$ cat src/rtl/tag_array_arbiter.sv
// Single-owner lock and read/evaluate/write sequencer for the shared LLC tag array.
// Optional `STARVE_GUARD_EN: CPU is forced to win after STARVE_MAX consecutive losses.
module tag_array_arbiter #(
  parameter int SET_W      = 16,
  parameter int LINE_W     = 103,
  parameter int STARVE_MAX = 4
) (
  input  logic              clk,
  input  logic              rst,
  input  logic              cpu_req,
  input  logic [SET_W-1:0]  cpu_set,
  input  logic              snp_req,
  input  logic [SET_W-1:0]  snp_set,
  input  logic              clr_req,
  output logic              cpu_gnt,
  output logic              snp_gnt,
  output logic [1:0]        owner,
  output logic              rd_valid,
  output logic [LINE_W-1:0] rd_data,
  input  logic              wb_valid,
  input  logic              wb_we,
  input  logic [LINE_W-1:0] wb_data,
  output logic              ram_en,
  output logic              ram_we,
  output logic [SET_W-1:0]  ram_addr,
  output logic [LINE_W-1:0] ram_wdata,
  input  logic [LINE_W-1:0] ram_rdata,
  output logic              clr_busy,
  output logic              clr_done
);

  typedef enum logic [2:0] {
    S_IDLE, S_RD, S_WAIT, S_HOLD, S_WB, S_CLR
  } state_t;

  typedef enum logic [1:0] {
    OWN_NONE = 2'd0,
    OWN_CPU  = 2'd1,
    OWN_SNP  = 2'd2,
    OWN_CLR  = 2'd3
  } owner_t;

  localparam logic [SET_W-1:0] LAST_SET = '1;

  state_t           state;
  owner_t           owner_q;
  logic             ram_en_q;
  logic             ram_we_q;
  logic [SET_W-1:0] clr_cnt;
  logic             starved;
  logic             win_clr;
  logic             win_snp;
  logic             win_cpu;

  assign owner  = owner_q;
  // Reset suppresses any access already registered for this cycle.
  assign ram_en = ram_en_q & ~rst;
  assign ram_we = ram_we_q & ~rst;

  // Fixed priority clr > snp > cpu, except a starved CPU overtakes the snoop path.
  // NOTE: every signal written in always_comb gets a value on every path, so no latch is inferred.
  always_comb begin
    win_clr = clr_req;
    win_snp = !clr_req && snp_req && !(cpu_req && starved);
    win_cpu = !clr_req && cpu_req && (!snp_req || starved);
  end

`ifdef STARVE_GUARD_EN
  localparam int               CNT_W      = $clog2(STARVE_MAX + 1);
  localparam logic [CNT_W-1:0] STARVE_LIM = CNT_W'(STARVE_MAX);

  logic [CNT_W-1:0] starve_cnt;

  assign starved = (starve_cnt == STARVE_LIM);

  // Saturating count of arbitrations the CPU lost while it was requesting.
  always_ff @(posedge clk) begin
    if (rst) begin
      starve_cnt <= '0;
    end else if (state == S_IDLE) begin
      if (win_cpu)
        starve_cnt <= '0;
      else if ((win_clr || win_snp) && cpu_req && !starved)
        starve_cnt <= starve_cnt + 1'b1;
    end
  end
`else
  assign starved = 1'b0;
`endif

  // NOTE: sequential state uses non-blocking assignments so every register samples pre-edge values.
  always_ff @(posedge clk) begin
    if (rst) begin
      state     <= S_IDLE;
      owner_q   <= OWN_NONE;
      cpu_gnt   <= 1'b0;
      snp_gnt   <= 1'b0;
      rd_valid  <= 1'b0;
      rd_data   <= '0;
      ram_en_q  <= 1'b0;
      ram_we_q  <= 1'b0;
      ram_addr  <= '0;
      ram_wdata <= '0;
      clr_busy  <= 1'b0;
      clr_done  <= 1'b0;
      clr_cnt   <= '0;
    end else begin
      cpu_gnt  <= 1'b0;
      snp_gnt  <= 1'b0;
      rd_valid <= 1'b0;
      clr_done <= 1'b0;
      case (state)
        S_IDLE: begin
          if (win_clr) begin
            state     <= S_CLR;
            owner_q   <= OWN_CLR;
            ram_en_q  <= 1'b1;
            ram_we_q  <= 1'b1;
            ram_addr  <= clr_cnt;
            ram_wdata <= '0;
            clr_busy  <= 1'b1;
          end else if (win_snp) begin
            state    <= S_RD;
            owner_q  <= OWN_SNP;
            snp_gnt  <= 1'b1;
            ram_en_q <= 1'b1;
            ram_we_q <= 1'b0;
            ram_addr <= snp_set;
          end else if (win_cpu) begin
            state    <= S_RD;
            owner_q  <= OWN_CPU;
            cpu_gnt  <= 1'b1;
            ram_en_q <= 1'b1;
            ram_we_q <= 1'b0;
            ram_addr <= cpu_set;
          end
        end
        S_RD: begin
          state    <= S_WAIT;
          ram_en_q <= 1'b0;
        end
        S_WAIT: begin
          // The array read issued in RD is on ram_rdata now.
          state    <= S_HOLD;
          rd_valid <= 1'b1;
          rd_data  <= ram_rdata;
        end
        S_HOLD: begin
          if (wb_valid) begin
            state     <= S_WB;
            ram_en_q  <= wb_we;
            ram_we_q  <= wb_we;
            ram_wdata <= wb_data;
          end
        end
        S_WB: begin
          state    <= S_IDLE;
          owner_q  <= OWN_NONE;
          ram_en_q <= 1'b0;
          ram_we_q <= 1'b0;
        end
        S_CLR: begin
          if (clr_cnt == LAST_SET) begin
            state    <= S_IDLE;
            owner_q  <= OWN_NONE;
            ram_en_q <= 1'b0;
            ram_we_q <= 1'b0;
            clr_busy <= 1'b0;
            clr_done <= 1'b1;
            clr_cnt  <= '0;
          end else begin
            clr_cnt  <= clr_cnt + 1'b1;
            ram_addr <= clr_cnt + 1'b1;
          end
        end
        default: begin
          state    <= S_IDLE;
          owner_q  <= OWN_NONE;
          ram_en_q <= 1'b0;
          ram_we_q <= 1'b0;
        end
      endcase
    end
  end

endmodule

$ cat config.mk
export PLATFORM = sky130hd
export DESIGN_NAME = tag_array_arbiter
export DESIGN_NICKNAME = d
export VERILOG_FILES = /design/src/rtl/tag_array_arbiter.sv
export SDC_FILE = /design/constraint.sdc
export NUM_CORES = 1
export LEC_CHECK = 0
export ABC_AREA = 1
export BUFFER_PORTS_ARGS = -buffer_cell sky130_fd_sc_hd__buf_2
export CORE_AREA = 2 2 183 185
export DETAILED_ROUTE_END_ITERATION = 16
export DIE_AREA = 0 0 185 187
export HOLD_SLACK_MARGIN = 0.02
export PLACE_DENSITY = 0.55
export REMOVE_ABC_BUFFERS = 1
export SETUP_SLACK_MARGIN = 0.02
export SYNTH_ARGS = -nofsm -noshare
export SYNTH_HDL_FRONTEND = slang
export SYNTH_SLANG_ARGS = --single-unit
$ cat constraint.sdc
create_clock -name clk -period 1.9 [get_ports clk]
set_input_delay 0.19 -clock clk [delete_from_list [all_inputs] [get_ports clk]]
set_output_delay 0.19 -clock clk [all_outputs]
set_load 0.05 [all_outputs]
==> Word level (Yosys, flattened, before mapping) <==
Index checks and enable logic that the tools add are counted.
{ "word_totals": {"in_bits": 245, "reg_bits": 250, "out_inout_bits": 231} }
{ "classes": {"muxes": 36, "eq_ne": 10, "n_reduce_logical": 20, "add_sub_neg": 1, "bitwise": 8} }
{ "ops": {"columns": ["operator", "count"], "rows": [
  ["$mux W103", 2],
  ["$pmux W103 S2", 1],
  ["$mux W16", 5],
  ["$pmux W16 S2", 1],
  ["$add A16 B1 Y16 const B", 1],
  ["$eq A16 B16 Y1 const B", 1],
  ["$mux W3", 5],
  ["$pmux W3 S5", 1],
  ["$reduce_and A3 Y1", 5],
  ["$mux W1", 13],
  ["$mux W2", 4],
  ["$ne A2 B2 Y1 const B", 4],
  ["$pmux W1 S4", 2],
  ["$reduce_and A4 Y1", 2],
  ["$eq A3 B2 Y1 const B", 2],
  ["$not A1 Y1", 6],
  ["$pmux W2 S3", 1],
  ["$reduce_or A3 Y1", 2],
  ["$ne A4 B4 Y1 const B", 1],
  ["$reduce_bool A2 Y1", 2],
  ["$reduce_or A2 Y1", 2],
  ["$reduce_or A4 Y1", 1],
  ["$eq A3 B1 Y1 const B", 1],
  ["$eq A3 B3 Y1 const B", 1],
  ["5 further kinds", 9]
]} }

==> Depth between registers and ports, before layout <==
{ "logic_depth": {"depth_word": 7, "mapped_depth": 11, "mapped_depth_nobuf": 11} }

==> Worst setup path before layout <==
No wires, ideal clock.
{ "synth_path": {"path_kind": "reg-to-reg", "startpoint": "reg clr_cnt[1]", "endpoint": "reg ram_addr[14]", "synth_period_minus_slack_ns": 1.640, "required_time_ns": 1.787, "arrival_time_ns": 1.528, "setup_time_ns": 0.113, "path_stages_with_launch": 12, "path_slack_ns": 0.260, "path_cell_list": "dfxtp_1 -> ha_1 -> nand2_2 -> nor2_4 -> nand2_4 -> o21ai_4 -> nand2_4 -> nand2_8 -> buf_8 -> nand2_1 -> nand2_1 -> nor2_1"} }
{ "synth_between": {"elab_chain_len": 3} }
{ "synth_lines": {"columns": ["item", "line", "rtl"], "rows": [
  ["start, declared", "49", "logic [SET_W-1:0] clr_cnt;"],
  ["start signal, assigned", "172", "clr_cnt <= clr_cnt + 1'b1;"],
  ["$add A16 B1 Y16 or $eq A16 B16 Y1 (tied branches)", "173, 163", null],
  ["$mux W16 or $ne A2 B2 Y1 (tied branches)", null, null],
  ["$pmux W16 S2 or $reduce_and A3 Y1 (tied branches)", null, null],
  ["end signal, assigned", "119", "ram_addr <= clr_cnt;"],
  ["end signal, assigned", "128", "ram_addr <= snp_set;"],
  ["end signal, assigned", "173", "ram_addr <= clr_cnt + 1'b1;"],
  ["end, declared", "25", "output logic [SET_W-1:0] ram_addr,"]
]} }
Several ways; a longest one is shown, not always the timed one. The select of a mux whose other input is x is not followed.
A chain may end at the register's enable or synchronous reset.

==> Final worst setup path <==
{ "layout_path": {"startpoint": "reg clr_cnt[0]", "endpoint": "reg ram_addr[5]"} }
Same word-level chain as after synthesis.

==> results.md <==
* Status: complete, no violations
* Initial drt markers at 489
* CP dominant cell by count: nand2_4
* Post-placement worst setup slack at between 100 and 150 ps
* NumNets Final at 2240
* Via/cell ratio at 4.62
* Post-synthesis async set-or-reset flop share at 0%
* PD cells at 1170 nW/um^2
* Post-synthesis adder-cell area fraction at 0.128%
* Biggest cell delay along the critical path at 340 ps
* Maximum vdd drop at 794 uV
* GRT overflow at 0
* Site row count at 67
* Clock Latency Late Sink at 540 ps
* Post-synthesis compound-gate area fraction at 18.2%
* Initial Util at 29.8%
* Crit Path Max Fanout at 7
* Post-CTS setup buffers at 0
* First-pass GRT wire length at around 56000 um
* Largest net degree at the start of global routing at 83
* RSZ-0062 raised after global routing: true
* Main combinational cell family by area after synthesis: simple AND/OR/NAND/NOR gates
* Core Box Area at ~33000 sq um
* Area occupied by multi-input gates at 4210 sq um
* Ys Warns at 0
* Htree depth at 1
* CTS root buffer: clkbuf_16
* Max_cap viols at 0
* Max clock buf depth at 3
* Final hold vios at 0
* CTS tree: built
* Total CTS buffers at 28
* P&R area growth vs syn at 60.3%
* Netlist cell types at 32
* Most instantiated library cell after synthesis: nor2_1
* Final setup margin at 131 ps
* Wirelength per Cell at 15.0 um
* Crit path capture: ram_addr[5]
* Synth top area share at between 50% and 60%
* Number of synthesized register bits at between 200 and 300
* Fraction of the mapped netlist area in simple logic gates at 24.2%
* Initial DRT Pass Iterations at 5
* Die ar. at 34600 sq um
* Critical path type: reg -> reg
* Power consumption at 18400 uW
* GRT Overall Usage at 20.0%
* Via count at 11.4k
* Final Cycle Share at 93.1%
* Post-DP Area at ~13000 sq um
* Share of layout cells above drive strength 1 at 28.1%
* CTS sink count at 250
* Worst path cell trace: ha_2 > nand2_2 > nor2_4 > nand2_4 > o21ai_4 > nand2_4 > nand2_8 > clkinvlp_4 > nor2_2 > nor2_1
* I/O Buffers at 475
* Post-route ant nets at 0
* Leading area contributor after synthesis: dfxtp_1
* Area contributors post-synth: dfxtp_1, nor2_1, o21ai_0
* Synth Flop Type: dfxtp_1
* Setup Skew at between 10 and 15 ps
* Synth cell count leaders: nor2_1, dfxtp_1, o21ai_0, nand2_1, a21oi_1
* Reg2reg path depth at 10
* GP Congestion at just over 0.8
* CP Launch Type: flop
* Relative slew margins at 71.5%
* Seq/Total Area, Yosys at 51.1%
* Setup-failing EPs final at 0
* P_leak at approximately 0.0075 uW
* Ports at 476
* Crit path capture type: flop
* Worst Setup SP: clr_cnt[0]
* Synth Instances at 1339
* Final instance area at 15700 sq um
* Vias in the first global route at about 11k
* Post-Syn Area at 9800 sq um
* DIE HEIGHT at around 190 um
* Slowest cell on the critical path: dfxtp_2
* Hold Path Class: in -> reg
* Achievable Freq at 0.565 GHz
* Area taken by flip-flops and latches at between 5000 and 6000 sq um
* Clk slew on worst S/H paths at around 60 ps
* Initial antenna violation count at 3
* Post-synthesis xor/xnor area fraction at 0.0893%
* Min cycle time layout at 1770 ps
* Max-slew violations at 0
* RR Endpoint: ram_addr[5]
* Detailed-placement wirelength estimate at 24500 um
* Total length of routed wires at 36800 um
* Setup slack, reg-to-reg at 130 ps
* Post-synth EDFFs at 0
* Fillers at around 3.3k
* Syn_area_per_cell at 7.32 sq um
* Worst-Margin Slew at 428 ps
* Worst EP arrival at 2210 ps
* Die width at 185 um
* DRC Markers at 0
* Multiplexer share of the synthesized area at 0.102%
* Worst EP required at 2340 ps
* Worst r2r src: clr_cnt[0]
[flip-flops by register name, indices dropped and copies added (netlist names), 2 cells and up]
name       flops
ram_wdata    103
ram_addr      16
owner          2
state          3
clr_cnt       16
rd_data      103
[worst min-delay path by stage]
| stage | startpoint | end | cells after the start |
|---|---|---|---|
| finish | snp_req | cpu_gnt | 4 |
| global placement | wb_data[45] | ram_wdata[45] | 3 |
| CTS | snp_req | cpu_gnt | 4 |
| detailed placement | wb_data[40] | ram_wdata[40] | 3 |
| floorplan | rst | clr_busy | 1 |
| global route | snp_req | cpu_gnt | 4 |
[final cells by class]
type / instances / share of cell area [%]
sequential: 250 / 31.8
timing repair buffer: 717 / 31.1
tap: 448 / 3.57
multi-input combinational: 944 / 26.8
clock inverter: 1 / 0.0318
antenna: 3 / 0.0478
inverter: 53 / 1.35
clock buffer: 46 / 5.34
[layout by cell type (no fill, tap or decap), types with 2 or more instances in the layout]
cell           synthesis  final
nand4_1                3      3
nor4_1                 2      2
nand3_2                2      2
buf_2                 20    475
buf_12                 0     10
nor2_1               374    372
diode_2                0      3
nor2_4                 2      2
nor2_2                 2      4
nor3_1                 2      2
buf_4                  7     20
nand3_1               47     47
o21ai_0              214    213
dlygate4sd3_1          0    210
clkbuf_16              0     30
o211ai_1               7      7
clkbuf_8               0      5
nand2_2                2      2
nand2_1              150    148
inv_1                 48     46
clkinv_2               0      4
clkbuf_1              57     12
nand3b_1               2      2
nand2_4                2      4
a21oi_1              126    126
dfxtp_1              250    249
[power by group]
part / switching (uW) / internal [uW]
Combinational: 4940 / 1890
Clock: 2120 / 2970
Sequential: 391 / 6070
[routing by layer]
metal	GRT usage, %	share of wire, %
met5	0	0
met4	5.71	2.6
met3	6.04	8.8
met2	35.8	49
met1	22.8	39
[repair_timing]
action / CTS / global route
resized for setup: 0 / 7
hold buffers: 210 / 0
endpoints found under the hold margin: 209 / 0
setup endpoints to repair: 0 / 10
[cell families (layout without fill, tap and decap cells)]
group                    after synthesis  count (layout)
adder cells (fa/ha/maj)                1               1
other                                  0               3
AO/OA/AOI/OAI                        350             350
XOR/XNOR                               1               1
flip-flops                           250             250
buffers and inverters                145             817
multiplexers                           1               1
AND/OR/NAND/NOR                      591             591
[through the flow]
step / instances / utilization [%] / TNS [ps] / hold WS [ps]
global placement: 2201 / 38.7 / 0 / 414
finish: 2462 / 47.8 / 0 / 55.0
floorplan: 1247 / - / -507420 / 259
CTS: 2458 / 47.7 / 0 / 37.9
global route: 2462 / 47.8 / 0 / 69.7
detailed placement: 2201 / 38.7 / 0 / 423
[critical path: cells and delay by family, from the launching register on]
| kind | cells | cell delay [ps] |
|---|---|---|
| DFF | 1 | 340 |
| and+or+nand+nor | 7 | 730 |
| AOI/OAI and AO/OA | 1 | 180 |
| buffers and inverters | 1 | 210 |
| adders and majority gates | 1 | 200 |
Power figures use the tool's default switching activity.
